===== config.mk =====
export PLATFORM = sky130hd
export DESIGN_NAME = serial_rx
export DESIGN_NICKNAME = d
export VERILOG_FILES = /design/src/rtl/serial_rx_pkg.sv /design/src/rtl/countdown.sv /design/src/rtl/serial_rx.sv
export SDC_FILE = /design/constraint.sdc
export NUM_CORES = 1
export LEC_CHECK = 0
export CORE_MARGIN = 3
export CORE_UTILIZATION = 52
export DETAILED_ROUTE_END_ITERATION = 7
export PLACE_DENSITY = 0.73
export RECOVER_POWER = 25
export SLEW_MARGIN = 20
export SYNTH_ARGS = -nofsm -noshare
export SYNTH_HDL_FRONTEND = slang
export SYNTH_SLANG_ARGS = --single-unit

===== constraint.sdc =====
create_clock -name i_clk -period 2.14 [get_ports i_clk]
set_input_delay 0.214 -clock i_clk [delete_from_list [all_inputs] [get_ports i_clk]]
set_output_delay 0.214 -clock i_clk [all_outputs]
set_load 0.1 [all_outputs]

===== src/rtl/serial_rx_pkg.sv =====
// Shared UART receive definitions: default bit timing, frame width and FSM states.
package serial_rx_pkg;

  // 48 MHz / 115200 baud, rounded to the nearest clock.
  localparam int unsigned DEFAULT_BAUD_DIV = 417;
  localparam int unsigned DATA_BITS        = 8;

  typedef enum logic [2:0] {
    S_IDLE,
    S_START,
    S_DATA,
    S_STOP,
    S_BRK
  } state_t;

endpackage


===== src/rtl/countdown.sv =====
// Loadable down-counter used as the UART bit timer.
module countdown #(
  parameter int unsigned INIT = 0,
  parameter int unsigned BITS = 8
) (
  input  logic            i_clk,
  input  logic            i_rst,
  input  logic            i_wr,
  input  logic [BITS-1:0] i_data,
  input  logic            i_en,
  output logic [BITS-1:0] o_count
);

  // Load has priority over the decrement.
  always_ff @(posedge i_clk) begin
    if (i_rst)     o_count <= BITS'(INIT);
    else if (i_wr) o_count <= i_data;
    else if (i_en) o_count <= o_count - 1'b1;
  end

endmodule


===== src/rtl/serial_rx.sv =====
// 8N1 UART receiver: mid-bit sampling of a synchronised line, LSB first,
// one-cycle strobes for a received byte or a framing error.
module serial_rx
  import serial_rx_pkg::*;
#(
  parameter int unsigned BAUD_DIV = DEFAULT_BAUD_DIV,
  parameter int unsigned BITS     = $clog2(BAUD_DIV)
) (
  input  logic       i_clk,
  input  logic       i_rst,
  input  logic       i_rx,
  output logic       o_wr,
  output logic [7:0] o_data,
  output logic       o_err,
  output logic       o_busy
);

  localparam logic [BITS-1:0] HALF_LOAD = BITS'(BAUD_DIV / 2 - 1);
  localparam logic [BITS-1:0] FULL_LOAD = BITS'(BAUD_DIV - 1);
  localparam logic [2:0]      LAST_BIT  = 3'(DATA_BITS - 1);

  state_t                 state;
  logic                   sync1;
  logic                   rx_s;
  logic [DATA_BITS-1:0]   shift;
  logic [2:0]             bit_cnt;
  logic [BITS-1:0]        tmr_count;
  logic [BITS-1:0]        tmr_val;
  logic                   tmr_wr;
  logic                   tmr_en;
  logic                   timed;
  logic                   tick;

  // Two-flop synchroniser, idling at the line's mark level.
  always_ff @(posedge i_clk) begin
    if (i_rst) begin
      sync1 <= 1'b1;
      rx_s  <= 1'b1;
    end else begin
      sync1 <= i_rx;
      rx_s  <= sync1;
    end
  end

  countdown #(
    .INIT(0),
    .BITS(BITS)
  ) u_timer (
    .i_clk  (i_clk),
    .i_rst  (i_rst),
    .i_wr   (tmr_wr),
    .i_data (tmr_val),
    .i_en   (tmr_en),
    .o_count(tmr_count)
  );

  // Timer control: half-bit load on start edge, full-bit reloads until the stop sample.
  always_comb begin
    timed   = (state == S_START) || (state == S_DATA) || (state == S_STOP);
    tick    = timed && (tmr_count == '0);
    tmr_en  = timed;
    tmr_wr  = 1'b0;
    tmr_val = FULL_LOAD;
    case (state)
      S_IDLE: begin
        if (!rx_s) begin
          tmr_wr  = 1'b1;
          tmr_val = HALF_LOAD;
        end
      end
      S_START: tmr_wr = tick && !rx_s;
      S_DATA:  tmr_wr = tick;
      default: ;
    endcase
  end

  // Frame FSM with registered strobes and output byte.
  always_ff @(posedge i_clk) begin
    if (i_rst) begin
      state   <= S_IDLE;
      o_wr    <= 1'b0;
      o_err   <= 1'b0;
      o_data  <= '0;
      shift   <= '0;
      bit_cnt <= '0;
    end else begin
      o_wr  <= 1'b0;
      o_err <= 1'b0;
      case (state)
        S_IDLE: begin
          if (!rx_s) state <= S_START;
        end
        S_START: begin
          if (tick) begin
            if (!rx_s) begin
              bit_cnt <= '0;
              state   <= S_DATA;
            end else begin
              state <= S_IDLE;
            end
          end
        end
        S_DATA: begin
          if (tick) begin
            shift   <= {rx_s, shift[DATA_BITS-1:1]};
            bit_cnt <= bit_cnt + 3'd1;
            if (bit_cnt == LAST_BIT) state <= S_STOP;
          end
        end
        S_STOP: begin
          if (tick) begin
            if (rx_s) begin
              o_data <= shift;
              o_wr   <= 1'b1;
              state  <= S_IDLE;
            end else begin
              o_err <= 1'b1;
              state <= S_BRK;
            end
          end
        end
        S_BRK: begin
          if (rx_s) state <= S_IDLE;
        end
        default: state <= S_IDLE;
      endcase
    end
  end

  assign o_busy = (state != S_IDLE);

endmodule

==> results of run 1 <==
## placed cells by master, fill, tap and decap left out, drive strengths merged, types with 2 or more instances in the layout
master and count:
dfxtp 35, clkbuf 15, o21ai 3, bufinv 2, inv 2, buf 5
mux2i 17, nand2 4, a21oi 8, or3 3, or2 3, xor2 3
nor4b 2, nand3 4, ha 3, nor3 6, nand4 4, a22o 2
nor4 2, nor2 28
## metrics by stage
step / cells / hold slack (ps)
3_3_place_gp: 191 / 394
4_1_cts: 199 / 427
5_1_grt: 199 / 436
6_report: 199 / 426
3_5_place_dp: 191 / 402
2_1_floorplan: 154 / 318
## worst max-delay path: stages, from the launching register on
cell and delay (ps):
dfxtp_1 360, inv_1 80, ha_1 230, nor4b_4 450
o211ai_2 230, nor2b_4 180, mux2_4 270
## routing by layer
layer | vias up | wire length (um) | GRT usage (%)
li1 | 568 | - | -
met1 | 519 | 1230 | 22.4
met5 | - | 0 | 0
met2 | 21 | 1260 | 26.2
met4 | 0 | 59 | 7.91
met3 | 9 | 117 | 5.83
## flip-flops by register name, summed over array words and instances (netlist names)
| signal | flops |
|---|---|
| bit_cnt | 3 |
| o_data | 8 |
| o_err | 1 |
| o_wr | 1 |
| rx_s | 1 |
| shift | 8 |
| state | 3 |
| sync1 | 1 |
| u_timer.o_count | 9 |
## cell type report
class | instances | area [um2]
fillers | 251 | 1070
multi-input cells | 107 | 767
flip-flops and latches | 35 | 701
repair buffers | 16 | 91.3
clock inverters | 2 | 60.1
clock buffers | 6 | 41.3
well taps | 31 | 38.8
inverters | 2 | 7.51
## power groups by stage
stage | clock (mW) | sequential [mW] | combinational, mW
floorplan | 0 | 0.704 | 0.135
finish | 0.586 | 0.699 | 0.159
global placement | 0 | 0.712 | 0.151
CTS | 0.596 | 0.698 | 0.157
global route | 0.632 | 0.702 | 0.178
detailed placement | 0 | 0.714 | 0.156
## worst max path at each step
stage | to | depth (start not counted)
floorplan | u_timer.o_count[7]$_SDFFE_PP0P_ | 4
global placement | bit_cnt[0]$_SDFFE_PP0P_ | 6
detailed placement | bit_cnt[0]$_SDFFE_PP0P_ | 6
CTS | bit_cnt[0]$_SDFFE_PP0P_ | 6
global route | o_data[4]$_SDFFE_PP0P_ | 7
finish | bit_cnt[0]$_SDFFE_PP0P_ | 6
## logic make-up (layout without fill, tap and decap cells)
kind of cell	Yosys count	after routing
AOI/OAI and AO/OA	21	21
xor gates and xnor gates	4	4
adders and majority gates	3	3
buffers and inverters	12	26
DFF	35	35
muxes	18	18
and+or+nand+nor	61	61
==> impl_metrics.ini, run 1 <==
[worst_hold_path]
holdPathStages = 1
hp-class = register to register
hold_end = rx_s$_SDFF_PP1_
min_from = sync1$_SDFF_PP1_

[synth]
ys_seq_area_share_pct = 45.8
yosysMostFrequentCell = dfxtp_1
synth_async_sr_flop_share_pct = 0
yosys.area.top_type = dfxtp_1
synth_fp_nets = 160
ys_top_cells_by_count = dfxtp_1, nor2_1, mux2i_1
synthTopCellsByArea = dfxtp_1, mux2i_1, nor2_1
yosysWarnings = 0
synth_flop_cell = dfxtp_1
synth.mux.area_fraction_pct = 12.1
synthDistinctLibCells = 38
synth-compound-area-share_pct = 9.73
synth.top_cell.area_share_pct = 45.8
yosys.area_share.simple_pct = 23.5
synth_top_family_by_area = simple AND/OR/NAND/NOR gates
syn_inst = 154
synthXorXnorAreaFrac_pct = 2.29
syn_area_um2 = 1530
synth_edf_count = 0
syn_avg_cell_area_um2 = 9.94
synth_seq_cells = 35
synth-adder-area-share_pct = 2.45

[sta]
grt_setup_unrepaired = false
skew_ps = 11.8
post-route-period-util_pct = 88.8
tightestPinTransition_ps = 1170
hold_viol = 0
slew_violations = 0
tns_ps = 0
clock.fmax_mhz = 526
relSlewSlack_pct = 22.2
period_minus_slack_ps = 1900
setup_ws_ps = 240
setup_viol_count_final = 0

[worst_setup_path]
worstPathRequired_ps = 2370
startpoint = u_timer.o_count[0]$_SDFFE_PP0P_
reg2regPathDepth = 6
path_class = register to register
r2r_end = bit_cnt[0]$_SDFFE_PP0P_
worstPathMaxFanout = 8
r2r_slack_ps = 240
critPathCaptureType = register
worstReg2RegStart = u_timer.o_count[0]$_SDFFE_PP0P_
cp-start-kind = register
cp_data_arrival_time_ps = 2130

[final_layout]
synthToLayoutAreaGrowth_pct = 11.5
drive_above_1_share_pct = 14.3
nNetsFinal = 173
final_cell_area_um2 = 1710
final_util_pct = 61.4
diodes = 0

[outcome]
status = finished clean

[detailed_routing]
wirelength_um = 2670
viasPerCell = 5.61
via_count = 1117
drt-wirelength-per-cell_um = 13.4
drtIter0Drc = 28
drc = 0
firstDrtPassIters = 4
postRouteAntennaNets = 0

[placed_design]
dpl.hpwl_um = 1920
io_buffers = 13
place_area_um2 = 1640
dp_slack_ps = 289
routabilityCongestion = 0.810

[global_route]
grt_use_total_pct = 17.4
grt_first_pass_wirelength_um = 4660
grt_pass1_vias = 1047
grt_max_degree = 18
gr-total-overflow = 0
antenna_found_initial = 0

[clocking]
hold_buffers = 0
cts_tree = built
clk_pin_slew_ps = 110
cts-resized-gates = 0
cts_sinks = 35
root_buffer = clkbuf_4
cts_buffers = 5
clockBufferDepth = 2
postCtsSetupBuffers = 0
clock_latency_ps = 340
htree_levels = 2

[pwr]
seqPwrFrac_pct = 48.4
p_leak_nw = 0.763
irDropWorstVdd_mv = 0.865
pwr-share-comb_pct = 11.0
power.net_switching_uw = 345
power_mw = 1.44
pwr-share-clk_pct = 40.6
switching_share_pct = 23.9
internal_power_mw = 1.10
power_density_nw_per_um2 = 846

[flow_run]
drv_cap = 0

[floorplan]
io_pins = 14
die_w_um = 60.2
dieArea_um2 = 3630
placementRows = 19
core-area_um2 = 2780
initial_utilization_pct = 55.0
dieHeight_um = 60.2
No activity file was read; power rests on OpenSTA's default activity.
==> run 2, diff against run 1 <==
SETUP_SLACK_MARGIN = 0.5   (was default)
SYNTH_HIERARCHICAL = 1   (was default)
==> impl_metrics.ini, run 2 <==
[sta]
whs_ps = 417
skew_ps = 9.91
period_minus_slack_ps = 1990
hold_viol = 0
post-route-period-util_pct = 93.0
tns_ps = 0
relSlewSlack_pct = 22.6
clock.fmax_mhz = 503
grt_setup_unrepaired = true
slew_violations = 0
setup_viol_count_final = 0
tightestPinTransition_ps = 1170

[worst_setup_path]
critPathBufInv = 3
cp_data_arrival_time_ps = 2200
critPathMaxStageDelay_ps = 530
critPathCaptureType = register
worstPathRequired_ps = 2350
cp-start-kind = register
worstPathMaxFanout = 8
cp.depth = 8
crit_slowest_cell = or4b_4
cp_cell_sequence = or4b_4 -> a2111oi_4 -> or2_4 -> buf_4 -> buf_6 -> inv_8 -> nor2_2 -> a211oi_1
reg2regPathDepth = 8
path_class = register to register
cp_top_family = simple AND/OR/NAND/NOR gates

[detailed_routing]
drc = 0
drt-wirelength-per-cell_um = 14.6
viasPerCell = 5.40
drtIter0Drc = 46
via_count = 1389
postRouteAntennaNets = 0
wirelength_um = 3760
firstDrtPassIters = 4

[outcome]
status = finished clean

[floorplan]
die_w_um = 63.7
dieArea_um2 = 4060
placementRows = 20
io_pins = 14
dieHeight_um = 63.7
initial_utilization_pct = 55.8
core-area_um2 = 3100

[clocking]
htree_levels = 2
root_buffer = clkbuf_4
cts_buffers = 5
cts_sinks = 35
clockBufferDepth = 2
clk_pin_slew_ps = 110
cts_tree = built
clock_latency_ps = 340
hold_buffers = 0

[synth]
syn_area_um2 = 1730
synth_flop_cell = dfxtp_1
yosysWarnings = 6
synth_fp_nets = 184
ys_seq_area_share_pct = 40.5
synth_seq_cells = 35
synth.top_cell.area_share_pct = 40.5
syn_avg_cell_area_um2 = 9.73
synth_async_sr_flop_share_pct = 0
syn_inst = 178
synth_edf_count = 0
synthDistinctLibCells = 47
synthTopCellsByArea = dfxtp_1, mux2i_1, nand2b_1
ys_top_cells_by_count = dfxtp_1, nand2b_1, mux2i_1
yosysMostFrequentCell = dfxtp_1
yosys.area.top_type = dfxtp_1

[placed_design]
io_buffers = 13
dpl.hpwl_um = 2530
dp_cells = 242
routabilityCongestion = 0.844

[flow_run]
drv_cap = 0

[global_route]
gr-total-overflow = 0
grt_first_pass_wirelength_um = 6330
grt_pass1_vias = 1385
antenna_found_initial = 0
grt_use_total_pct = 20.1
grt_max_degree = 33

[final_layout]
top_regs = u_timer/o_count x9, o_data x8, shift x8
layout.cells.non_filler = 257
top_register = u_timer/o_count
synthToLayoutAreaGrowth_pct = 26.4
largest_reg_flops = 9
diodes = 0
final_cell_mix = dfxtp_1, nand2b_1, mux2i_1
nFillCells = 249
drive_above_1_share_pct = 31.9
final_util_pct = 70.6
final_common_cell = dfxtp_1
nNetsFinal = 218

[pwr]
p_leak_nw = 0.902
irDropWorstVdd_mv = 0.449
power_density_nw_per_um2 = 622

[worst_hold_path]
holdPathStages = 1
hp-class = register to register
run 2: cell types whose count changed in the layout (fill, tap and decap cells not counted), sizes merged, moves of 4 or more:
cell / delta
nand2b: +21
a21oi: -5
buf: +19
nor2: -14
inv: +4
run 2: path summary, 6_finish.rpt:
check | start | endpoint | slack, ps
worst max register to register | state[2]$_SDFFE_PP0P_ | u_timer/o_count[3]$_SDFFE_PP0P_ | 150
worst min register to register | sync1$_SDFF_PP1_ | rx_s$_SDFF_PP1_ | 420
worst max-delay path | state[2]$_SDFFE_PP0P_ | u_timer/o_count[3]$_SDFFE_PP0P_ | 150
worst min-delay path | sync1$_SDFF_PP1_ | rx_s$_SDFF_PP1_ | 420
run 2: per-layer routing:
layer	up-vias	routed length [um]	global-route usage, %
li1	702	-	-
met1	654	1620	24.2
met2	27	1930	34.0
met3	6	155	6.42
met4	0	55	6.20
met5	-	0	0
run 2: where the power goes:
part           internal, mW  switching (mW)
logic                 0.154           0.174
clock network         0.128           0.214
registers             0.673          0.0187
run 2: stage by stage:
step	power, mW	area (um2)	setup slack, ps
after floorplan	0.899	1770	164
after global placement	0.956	1990	136
after detailed placement	0.969	1990	76.1
after CTS	1.34	2130	176
after global routing	1.44	2190	86.3
final	1.36	2190	151
run 2: repair_timing:
item,CTS,global route
pin swaps,9,4
buffers inserted,4,3
setup endpoints to repair,29,22
endpoints found under the hold margin,0,0
gates resized for setup,14,17
run 2: final cells by class:
cell class,instances,area (um2),share of cell area [%]
repair buffers,36,283,12.9
flip-flops and latches,35,707,32.3
clock inverters,1,5.00,0.229
multi-input cells,128,1060,48.4
inverters,6,35.0,1.60
clock buffers,7,45.0,2.06
well taps,44,55.1,2.51
run 2: logic make-up after synthesis:
family	after synthesis	share of synthesized area [%]
simple gates	81	30.1
flops	35	40.5
mux	18	10.4
fa+ha+maj	3	2.17
other cells	2	0.434
xor+xnor	3	1.52
compound gates	21	10.9
buf+inv	15	4.05
